$ cat src/rtl/apb_ctrl_pkg.sv
// Shared types and helpers for the APB master arbiter slice:
// transfer FSM state type, default bus widths and the round-robin
// slot helper used by the arbiter.
package apb_ctrl_pkg;

    typedef enum logic [1:0] {
        IDLE   = 2'd0,
        SETUP  = 2'd1,
        ACCESS = 2'd2
    } apb_state_e;

    localparam int unsigned APB_ADDR_W = 32;
    localparam int unsigned APB_DATA_W = 32;

    // Requester index examined at position 'offset' of a rotation that
    // starts just after 'last'. Both inputs are below n, so the sum is at
    // most 2n-1 and a single conditional subtract replaces a modulo.
    function automatic int unsigned rr_slot(input int unsigned last,
                                            input int unsigned offset,
                                            input int unsigned n);
        int unsigned s;
        s = last + 32'd1 + offset;
        if (s >= n) begin
            s = s - n;
        end
        return s;
    endfunction

endpackage

$ cat src/rtl/apb_rr_arbiter.sv
// Combinational round-robin arbiter. Scans the request vector starting
// one position after last_grant and grants the first active requester.
// Produces both a one-hot grant and the grant index; all zero when
// disabled or when nobody is requesting.
module apb_rr_arbiter
    import apb_ctrl_pkg::*;
#(
    parameter int unsigned NUM_REQ = 4,
    parameter int unsigned IDX_W   = 2
) (
    input  logic [NUM_REQ-1:0] req,
    input  logic [IDX_W-1:0]   last_grant,
    input  logic               enable,
    output logic [NUM_REQ-1:0] grant,
    output logic [IDX_W-1:0]   grant_idx
);

    logic             found;
    logic [IDX_W-1:0] cand;

    // Rotating priority scan; the first hit after last_grant wins.
    always_comb begin
        grant     = '0;
        grant_idx = '0;
        found     = 1'b0;
        cand      = '0;
        for (int unsigned k = 0; k < NUM_REQ; k++) begin
            cand = IDX_W'(rr_slot(32'(last_grant), k, NUM_REQ));
            if (enable && !found && req[cand]) begin
                found     = 1'b1;
                grant_idx = cand;
            end
        end
        if (found) begin
            grant[grant_idx] = 1'b1;
        end
    end

endmodule

$ cat src/rtl/apb_master_arbiter.sv
// APB master port shared by NUM_REQ local requesters.
// Round-robin arbitration in IDLE, then a SETUP/ACCESS sequence for the
// granted requester; the completion pulse, read data and slave error are
// returned to that requester only.
// Optional build macro APB_TIMEOUT_EN: bounds the ACCESS phase to
// TIMEOUT_CYCLES wait cycles and then completes with an error.
module apb_master_arbiter
    import apb_ctrl_pkg::*;
#(
    parameter int unsigned NUM_REQ        = 4,
    parameter int unsigned ADDR_W         = APB_ADDR_W,
    parameter int unsigned DATA_W         = APB_DATA_W,
    parameter int unsigned TIMEOUT_CYCLES = 16
) (
    input  logic                      pclk,
    input  logic                      presetn,
    input  logic [NUM_REQ-1:0]        req_valid,
    output logic [NUM_REQ-1:0]        req_ready,
    input  logic [NUM_REQ-1:0]        req_write,
    input  logic [NUM_REQ*ADDR_W-1:0] req_addr,
    input  logic [NUM_REQ*DATA_W-1:0] req_wdata,
    output logic [NUM_REQ-1:0]        rsp_valid,
    output logic [DATA_W-1:0]         rsp_rdata,
    output logic                      rsp_err,
    output logic [ADDR_W-1:0]         paddr,
    output logic [DATA_W-1:0]         pwdata,
    output logic                      pwrite,
    output logic                      pselx,
    output logic                      penable,
    input  logic [DATA_W-1:0]         prdata,
    input  logic                      pready,
    input  logic                      pslave_error
);

    localparam int unsigned IDX_W = (NUM_REQ > 1) ? $clog2(NUM_REQ) : 1;

    apb_state_e       state_q;
    apb_state_e       state_d;
    logic [IDX_W-1:0] last_grant;
    logic [NUM_REQ-1:0] grant;
    logic [IDX_W-1:0] grant_idx;
    logic             arb_en;
    logic             accept;
    logic             complete;
    logic             timeout;

    assign arb_en   = (state_q == IDLE);
    assign accept   = arb_en && (|grant);
    assign complete = (state_q == ACCESS) && pready;

    apb_rr_arbiter #(
        .NUM_REQ (NUM_REQ),
        .IDX_W   (IDX_W)
    ) u_arb (
        .req        (req_valid),
        .last_grant (last_grant),
        .enable     (arb_en),
        .grant      (grant),
        .grant_idx  (grant_idx)
    );

`ifdef APB_TIMEOUT_EN
    localparam int unsigned CNT_W = $clog2(TIMEOUT_CYCLES + 1);

    logic [CNT_W-1:0] wait_cnt;

    // Count ACCESS cycles without pready; held at zero outside ACCESS so
    // every transfer enters ACCESS with a cleared counter.
    always_ff @(posedge pclk or negedge presetn) begin
        if (!presetn) begin
            wait_cnt <= '0;
        end else if (state_q != ACCESS) begin
            wait_cnt <= '0;
        end else if (!pready) begin
            wait_cnt <= wait_cnt + 1'b1;
        end
    end

    // Fires on the last permitted wait cycle; pready in that same cycle
    // takes the normal completion path instead.
    assign timeout = (state_q == ACCESS) && !pready &&
                     (wait_cnt == CNT_W'(TIMEOUT_CYCLES - 1));
`else
    assign timeout = 1'b0;
`endif

    // State register.
    always_ff @(posedge pclk or negedge presetn) begin
        if (!presetn) begin
            state_q <= IDLE;
        end else begin
            state_q <= state_d;
        end
    end

    // Next-state logic: IDLE -> SETUP on a grant, SETUP is a single
    // cycle, ACCESS ends on pready (or on the wait limit when enabled).
    always_comb begin
        state_d = state_q;
        case (state_q)
            IDLE:    if (accept) state_d = SETUP;
            SETUP:   state_d = ACCESS;
            ACCESS:  if (complete || timeout) state_d = IDLE;
            default: state_d = IDLE;
        endcase
    end

    // Output decode: select/enable come straight from the state so an
    // asynchronous reset drops them immediately.
    always_comb begin
        req_ready = '0;
        pselx     = 1'b0;
        penable   = 1'b0;
        case (state_q)
            IDLE: begin
                req_ready = grant;
            end
            SETUP: begin
                pselx = 1'b1;
            end
            ACCESS: begin
                pselx   = 1'b1;
                penable = 1'b1;
            end
            default: begin
                req_ready = '0;
            end
        endcase
    end

    // Capture the granted request and advance the rotation pointer; the
    // address, data and direction hold their values after the transfer.
    always_ff @(posedge pclk or negedge presetn) begin
        if (!presetn) begin
            paddr      <= '0;
            pwdata     <= '0;
            pwrite     <= 1'b0;
            last_grant <= IDX_W'(NUM_REQ - 1);
        end else if (accept) begin
            paddr      <= req_addr[grant_idx*ADDR_W +: ADDR_W];
            pwdata     <= req_wdata[grant_idx*DATA_W +: DATA_W];
            pwrite     <= req_write[grant_idx];
            last_grant <= grant_idx;
        end
    end

    // One-cycle completion pulse to the current grantee; read data is
    // forced to zero for writes and for wait-limit terminations.
    always_ff @(posedge pclk or negedge presetn) begin
        if (!presetn) begin
            rsp_valid <= '0;
            rsp_rdata <= '0;
            rsp_err   <= 1'b0;
        end else begin
            rsp_valid <= '0;
            rsp_rdata <= '0;
            rsp_err   <= 1'b0;
            if (complete) begin
                rsp_valid <= NUM_REQ'(1) << last_grant;
                rsp_rdata <= pwrite ? '0 : prdata;
                rsp_err   <= pslave_error;
            end else if (timeout) begin
                rsp_valid <= NUM_REQ'(1) << last_grant;
                rsp_err   <= 1'b1;
            end
        end
    end

endmodule

$ cat config.mk
export PLATFORM = sky130hd
export DESIGN_NAME = apb_master_arbiter
export DESIGN_NICKNAME = d
export VERILOG_FILES = /design/src/rtl/apb_ctrl_pkg.sv /design/src/rtl/apb_rr_arbiter.sv /design/src/rtl/apb_master_arbiter.sv
export SDC_FILE = /design/constraint.sdc
export NUM_CORES = 1
export LEC_CHECK = 0
export CAP_MARGIN = 20
export CORE_AREA = 3 3 157 159
export CTS_BUF_LIST = sky130_fd_sc_hd__clkbuf_16
export CTS_CLUSTER_DIAMETER = 120
export DETAILED_ROUTE_END_ITERATION = 12
export DIE_AREA = 0 0 160 162
export HOLD_SLACK_MARGIN = 0.06
export PLACE_DENSITY = 0.7
export SYNTH_ARGS = -nofsm -noshare
export SYNTH_HDL_FRONTEND = slang
export SYNTH_SLANG_ARGS = --single-unit
$ cat constraint.sdc
create_clock -name pclk -period 3.4 [get_ports pclk]
set_input_delay 0.85 -clock pclk [delete_from_list [all_inputs] [get_ports pclk]]
set_output_delay 0.85 -clock pclk [all_outputs]
set_load 0.05 [all_outputs]
==> results.ini, run 1 <==
[run_status]
status = finished with violations
failed_checks = setup timing

[pwr]
power.internal_mw = 5.96
combPwrFrac = 0.750
power.share.clock = 0.083
pwr_density_cell_nw_per_um2 = 1120
p_leak_nw = 4.39
switching_power_mw = 6.58
ir_drop_mv = 0.782
p_total_mw = 12.5
sw_frac_of_total = 0.525
power_frac_seq = 0.167

[logic_synthesis]
yosysSeqAreaShare = 0.436
yosysWarnings = 0
yosysTopAreaCellShare = 0.427
syn_inst = 664
ys_top_cells_by_area = dfrtp_1, nand2_1, a211oi_1
synth_top_area_cell = dfrtp_1
synth.net_count = 971
ys_types = 50
synth_common_cells = nand2_1, dfrtp_1, nor2_1, a211oi_1
synth-edff-count = 0
synth_area_um2 = 6090
ys.flop_type = dfrtp_1
async_reset_ff_frac = 1.00
synth.most_common_cell = nand2_1
syn_avg_cell_area_um2 = 9.18
synth-seq-cells = 106

[sta]
final.setup.worst_slack_ns = -0.0704
slew_headroom = 0.447
fin_crit_sh = 1.02
worst_pin_slew_ns = 0.830
fmax_ghz = 0.288
final-setup-viol-count = 2
drv_slew = 0
hold_viol_final = 0
finalClockSkew_ns = 0.0117
rsz0062_at_grt = true
post-route-min-period_ns = 3.47

[grt]
gr-max-usage-layer = met2
grt_pass1_wl_mm = 39.7
grt-ovfl-total = 0
grt_pass1_vias = 6899
use_met2 = 0.338
grt_antenna_before_repair = 0
grt_max_degree = 69
met3_usage = 0.0479
grt_usage = 0.194
use_met1 = 0.236

[cells_and_area]
nets = 1379
syn_to_final_growth_pct = 83.2
diodes = 0
drive_gt1_frac = 0.115
multi_input_area_um2 = 3210
seqCellArea_um2 = 2660
finish.utilization = 0.477
nFillCells = 2252
fin_cells = 1396

[route]
num_vias = 6700
drc = 0
drt-vias-per-instance = 4.80
ant_nets = 0
drt_iter0_markers = 291
totalWireLength_mm = 25.9
firstDrtPassIters = 4
post_drt_wl_per_cell_um = 18.5

[critical_path]
critPathCapture = req_ready[0]
required_ns = 2.55
reg2reg_setup_slack_ns = 0.29
arrival_ns = 2.62
crit_buf_inv = 2
end_kind = output pin
critical_path.startpoint_type = input pin
cp_num_cells = 7
reg2reg_to = paddr[3]
cp_slowest_cell = or4b_4
ff2ff_path_depth = 11
critPathKind = in2out
crit_fanout = 8
startpoint = req_valid[1]
r2r-start = last_grant[1]
path_cells = clkdlybuf4s15_2 > and3b_1 > o21ba_4 > or4b_4 > and2_4 > and3_4 > buf_12
cp_slowest_stage_delay_ns = 0.56
crit_family = simple AND/OR/NAND/NOR gates

[floorplan]
core-area_um2 = 23400
die_w_um = 160
io_pins = 408
start_util = 0.260
rows = 56
die_h_um = 162
die_area_um2 = 25900

[clocking]
cts_tree = built
path_clk_slew_ns = 0.07
clockRootBuffer = clkbuf_16
cts.sinks = 106
htree_levels = 3
clock_latency_ns = 0.35
cts.path.max_buffers = 2
cts_inserted_buffers = 9
holdBufCountCts = 0

[place]
port_buffers = 407
gp_congestion = 0.861
dp_hpwl_mm = 20.0
place_inst = 1371

[run]
drv_cap = 0

[min_path]
hold_class = in2async

-- power by group through the flow --
stage,clock [mW],sequential [mW],combinational (mW)
final,1.04,2.09,9.40
after global routing,1.12,2.16,10.1
after CTS,1.08,2.10,9.35
after detailed placement,0,2.12,9.24
after global placement,0,2.11,9.15
after floorplan,0,3.60,4.63
-- cell type report --
type                       count  area share
timing repair buffer         462       0.411
multi-input combinational    489       0.288
sequential                   106       0.238
tap                          319      0.0357
clock buffer                   9      0.0202
clock inverter                 7     0.00549
inverter                       4     0.00179
-- worst min path at each step --
| stage | from | slack (ns) | endpoint |
|---|---|---|---|
| floorplan | state_q[0] | 0.50 | state_q[0] |
| global placement | state_q[1] | 0.52 | state_q[1] |
| detailed placement | state_q[1] | 0.53 | state_q[1] |
| CTS | presetn | 0.49 | rsp_rdata[1] |
| global route | presetn | 0.51 | rsp_rdata[31] |
| finish | presetn | 0.48 | rsp_rdata[9] |
-- state kept, by name, indices dropped and copies added (netlist names) --
register	cells
paddr	32
last_grant	2
state_q	2
rsp_valid	4
pwrite	1
pwdata	32
rsp_err	1
rsp_rdata	32
-- cells by family (layout without fill, tap and decap cells) --
family | Yosys count | after routing | share of synthesized area
AOI/OAI and AO/OA | 217 | 217 | 0.293
xor gates and xnor gates | 1 | 1 | 0.00144
adders and majority gates | 7 | 7 | 0.0144
buffers and inverters | 69 | 482 | 0.0595
DFF | 106 | 106 | 0.436
muxes | 5 | 5 | 0.0107
and+or+nand+nor | 259 | 259 | 0.185
-- metal layers --
metal | share of wire | vias up
met1 | 0.41 | 3138
met4 | 0.023 | 0
met3 | 0.075 | 33
met5 | 0 | -
li1 | - | 3216
met2 | 0.49 | 313
-- repair_timing --
| action | in CTS | in global routing |
|---|---|---|
| resized for setup | 14 | 18 |
| endpoints found under the hold margin | 0 | 0 |
| pin swaps | 7 | 2 |
| endpoints found under the setup margin | 58 | 4 |
| buffers inserted | 6 | 3 |
-- stage by stage --
stage	area [um2]	TNS (ns)	setup WS (ns)	hold slack, ns
2_1_floorplan	6170	-0.468	-0.259	0.503
3_3_place_gp	10700	-23.35	-0.356	0.525
3_5_place_dp	10700	-25.79	-0.443	0.531
4_1_cts	11100	-0.131	-0.0752	0.489
5_1_grt	11200	-0.300	-0.139	0.511
6_report	11200	-0.0889	-0.0704	0.484
-- cell usage in the layout, fill, tap and decap left out, types with 2 or more instances in the layout --
master / count
o21ai_0: 5
nor2_1: 68
clkdlybuf4s15_1: 2
inv_6: 2
dfrtp_1: 104
clkbuf_16: 9
buf_4: 48
a311oi_2: 12
a211oi_1: 63
nor2_4: 2
a211oi_2: 3
a21boi_1: 12
ha_1: 6
o22ai_1: 2
a21boi_0: 53
buf_6: 3
clkdlybuf4s50_1: 398
nand2_1: 133
and2_4: 3
mux2_2: 2
inv_1: 2
and2_1: 32
buf_12: 9
and3_1: 5
dfstp_2: 2
a21oi_1: 2
inv_8: 2
a311oi_1: 53
clkinv_4: 2
-- worst reg2reg max path: cells and delay by family (launching register included) --
family                     cells  cell delay (ns)
buffers and inverters          4             0.95
and+or+nand+nor                1             0.28
DFF                            1             0.54
adders and majority gates      1             0.26
AOI/OAI and AO/OA              5             0.96
(Power assumes the default switching activity.)
==> inputs of run 2 (changes only) <==
--- a/config.mk
+++ b/config.mk
@@ -11,7 +11,6 @@
 export CTS_CLUSTER_DIAMETER = 120
 export DETAILED_ROUTE_END_ITERATION = 12
 export DIE_AREA = 0 0 160 162
-export HOLD_SLACK_MARGIN = 0.06
 export PLACE_DENSITY = 0.7
 export SYNTH_ARGS = -nofsm -noshare
 export SYNTH_HDL_FRONTEND = slang
==> results of run 2 <==
The final DEF is identical to that of run 1; final timing and power are the same.
==> inputs of run 3 (changes only) <==
--- a/config.mk
+++ b/config.mk
@@ -9,8 +9,10 @@
 export CORE_AREA = 3 3 157 159
 export CTS_BUF_LIST = sky130_fd_sc_hd__clkbuf_16
 export CTS_CLUSTER_DIAMETER = 120
+export CTS_CLUSTER_SIZE = 30
 export DETAILED_ROUTE_END_ITERATION = 12
 export DIE_AREA = 0 0 160 162
+export GPL_TIMING_DRIVEN = 0
 export PLACE_DENSITY = 0.7
 export SYNTH_ARGS = -nofsm -noshare
 export SYNTH_HDL_FRONTEND = slang
==> run 3 against run 2 <==
Against the previous run: the run still ends with setup timing left; worst hold slack improved by 0.046 ns; sequential share of layout area decreased by 0.056 points; routed wire length is 15% higher; sequential power barely moved; cell count increased by 1.6%; largest power group unchanged.
==> results.ini, run 3 (same netlist as run 1, synthesis figures left out) <==
[run_status]
status = finished with violations
failed_checks = setup timing

[sta]
hold_ws_ns = 0.530
fmax_ghz = 0.264
final-setup-viol-count = 4
drv_slew = 0
fin_crit_sh = 1.11
finalClockSkew_ns = 0.0160
rsz0062_at_grt = true
final.setup.worst_slack_ns = -0.384
hold_viol_final = 0
fin_setup_tns_ns = -1.22
post-route-min-period_ns = 3.78
worst_pin_slew_ns = 0.729
slew_headroom = 0.514

[floorplan]
die_w_um = 160
die_h_um = 162
die_area_um2 = 25900
rows = 56
core-area_um2 = 23400
start_util = 0.260
io_pins = 408

[clocking]
clockRootBuffer = clkbuf_16
holdBufCountCts = 0
clock_latency_ns = 0.36
htree_levels = 3
cts_inserted_buffers = 9
cts.sinks = 106
cts_tree = built
cts.path.max_buffers = 2
path_clk_slew_ns = 0.08

[route]
wl_met3_mm = 2.27
drc = 0
wl_met1_mm = 11.7
dr.max_layer_used = met4
post_drt_wl_per_cell_um = 21.0
num_vias = 7029
wl_met2_mm = 14.9
ant_nets = 0
totalWireLength_mm = 29.7
firstDrtPassIters = 5
drt_iter0_markers = 360
drt-vias-per-instance = 4.96

[critical_path]
crit_family = simple AND/OR/NAND/NOR gates
cp_slowest_cell = dfstp_2
critical_path.startpoint_type = flop
crit_fanout = 5
end_kind = output pin
critPathKind = reg2out
crit_buf_inv = 5
arrival_ns = 2.93
cpMostUsedCell = buf_8
path_cells = buf_8 > inv_8 > ha_4 > xor2_2 > o221ai_2 > or4b_4 > and2_4 > buf_12 > clkbuf_16 > and3_4 > buf_8
required_ns = 2.55
cp_num_cells = 11
cp_slowest_stage_delay_ns = 0.55
ff2ff_path_depth = 12

[run]
drv_cap = 0

[cells_and_area]
final_cell_mix = clkdlybuf4s50_1, nand2_1, dfrtp_1
top_regs = paddr (32), pwdata (32), rsp_rdata (32)
drive_gt1_frac = 0.102
nets = 1401
finish.utilization = 0.478
diodes = 0
syn_to_final_growth_pct = 83.7
final_common_cell = clkdlybuf4s50_1
stdcell_area_um2 = 11200

[grt]
grt_usage = 0.219
grt_pass1_vias = 7256
grt-ovfl-total = 0
grt_pass1_wl_mm = 43.5
grt_antenna_before_repair = 0
grt_max_degree = 58

[place]
port_buffers = 407
dpl_worst_slack_ns = -1.87
dpl_cell_area_um2 = 10700
gp_congestion = 0.927
dp_hpwl_mm = 22.7

[pwr]
ir_drop_mv = 0.563
pwr_density_cell_nw_per_um2 = 1170
p_leak_nw = 4.41

[min_path]
hold_class = in2async

==> run 3: path summary, 6_finish.rpt <==
kind	startpoint	endpoint	slack, ns
min	presetn	rsp_err	0.53
max in group asynchronous	presetn	paddr[14]	2.12
max	last_grant[0]	req_ready[0]	-0.38
max reg2reg	last_grant[0]	paddr[7]	0.12
min in group pclk	state_q[1]	state_q[1]	0.56
min reg2reg	state_q[1]	state_q[1]	0.56
==> run 3: per-layer routing <==
metal  vias up  global-route usage
li1       3256                   -
met1      3365               0.258
met2       360               0.390
met3        48              0.0536
met4         0              0.0765
met5         -                   0
==> run 3: repair_timing <==
item / in CTS / in global routing
gates resized for setup: 54 / 22
setup endpoints to repair: 69 / 39
cloned: 0 / 0
pin swaps: 5 / 5
setup buffers: 16 / 2
==> run 3: where the power goes <==
part | total (mW) | switching (mW) | leakage, nW | internal, mW
logic | 9.86 | 6.22 | 2.94 | 3.63
clock network | 1.18 | 0.531 | 0.158 | 0.653
registers | 2.10 | 0.277 | 1.31 | 1.83
==> run 3: final cells by class <==
cell class                 count  area (um2)
inverter                       4        22.5
buffer                        58         380
sequential                   106        2660
clock inverter                 7        98.8
fill                        2249       12200
timing repair buffer         426        4240
clock buffer                   9         225
multi-input combinational    489        3170
tap                          319         399
==> run 3: stage by stage <==
stage / total power [mW] / cells
after floorplan: 8.23 / 664
after global placement: 11.4 / 1390
after detailed placement: 11.6 / 1391
after CTS: 13.2 / 1416
after global routing: 13.9 / 1418
final: 13.1 / 1418
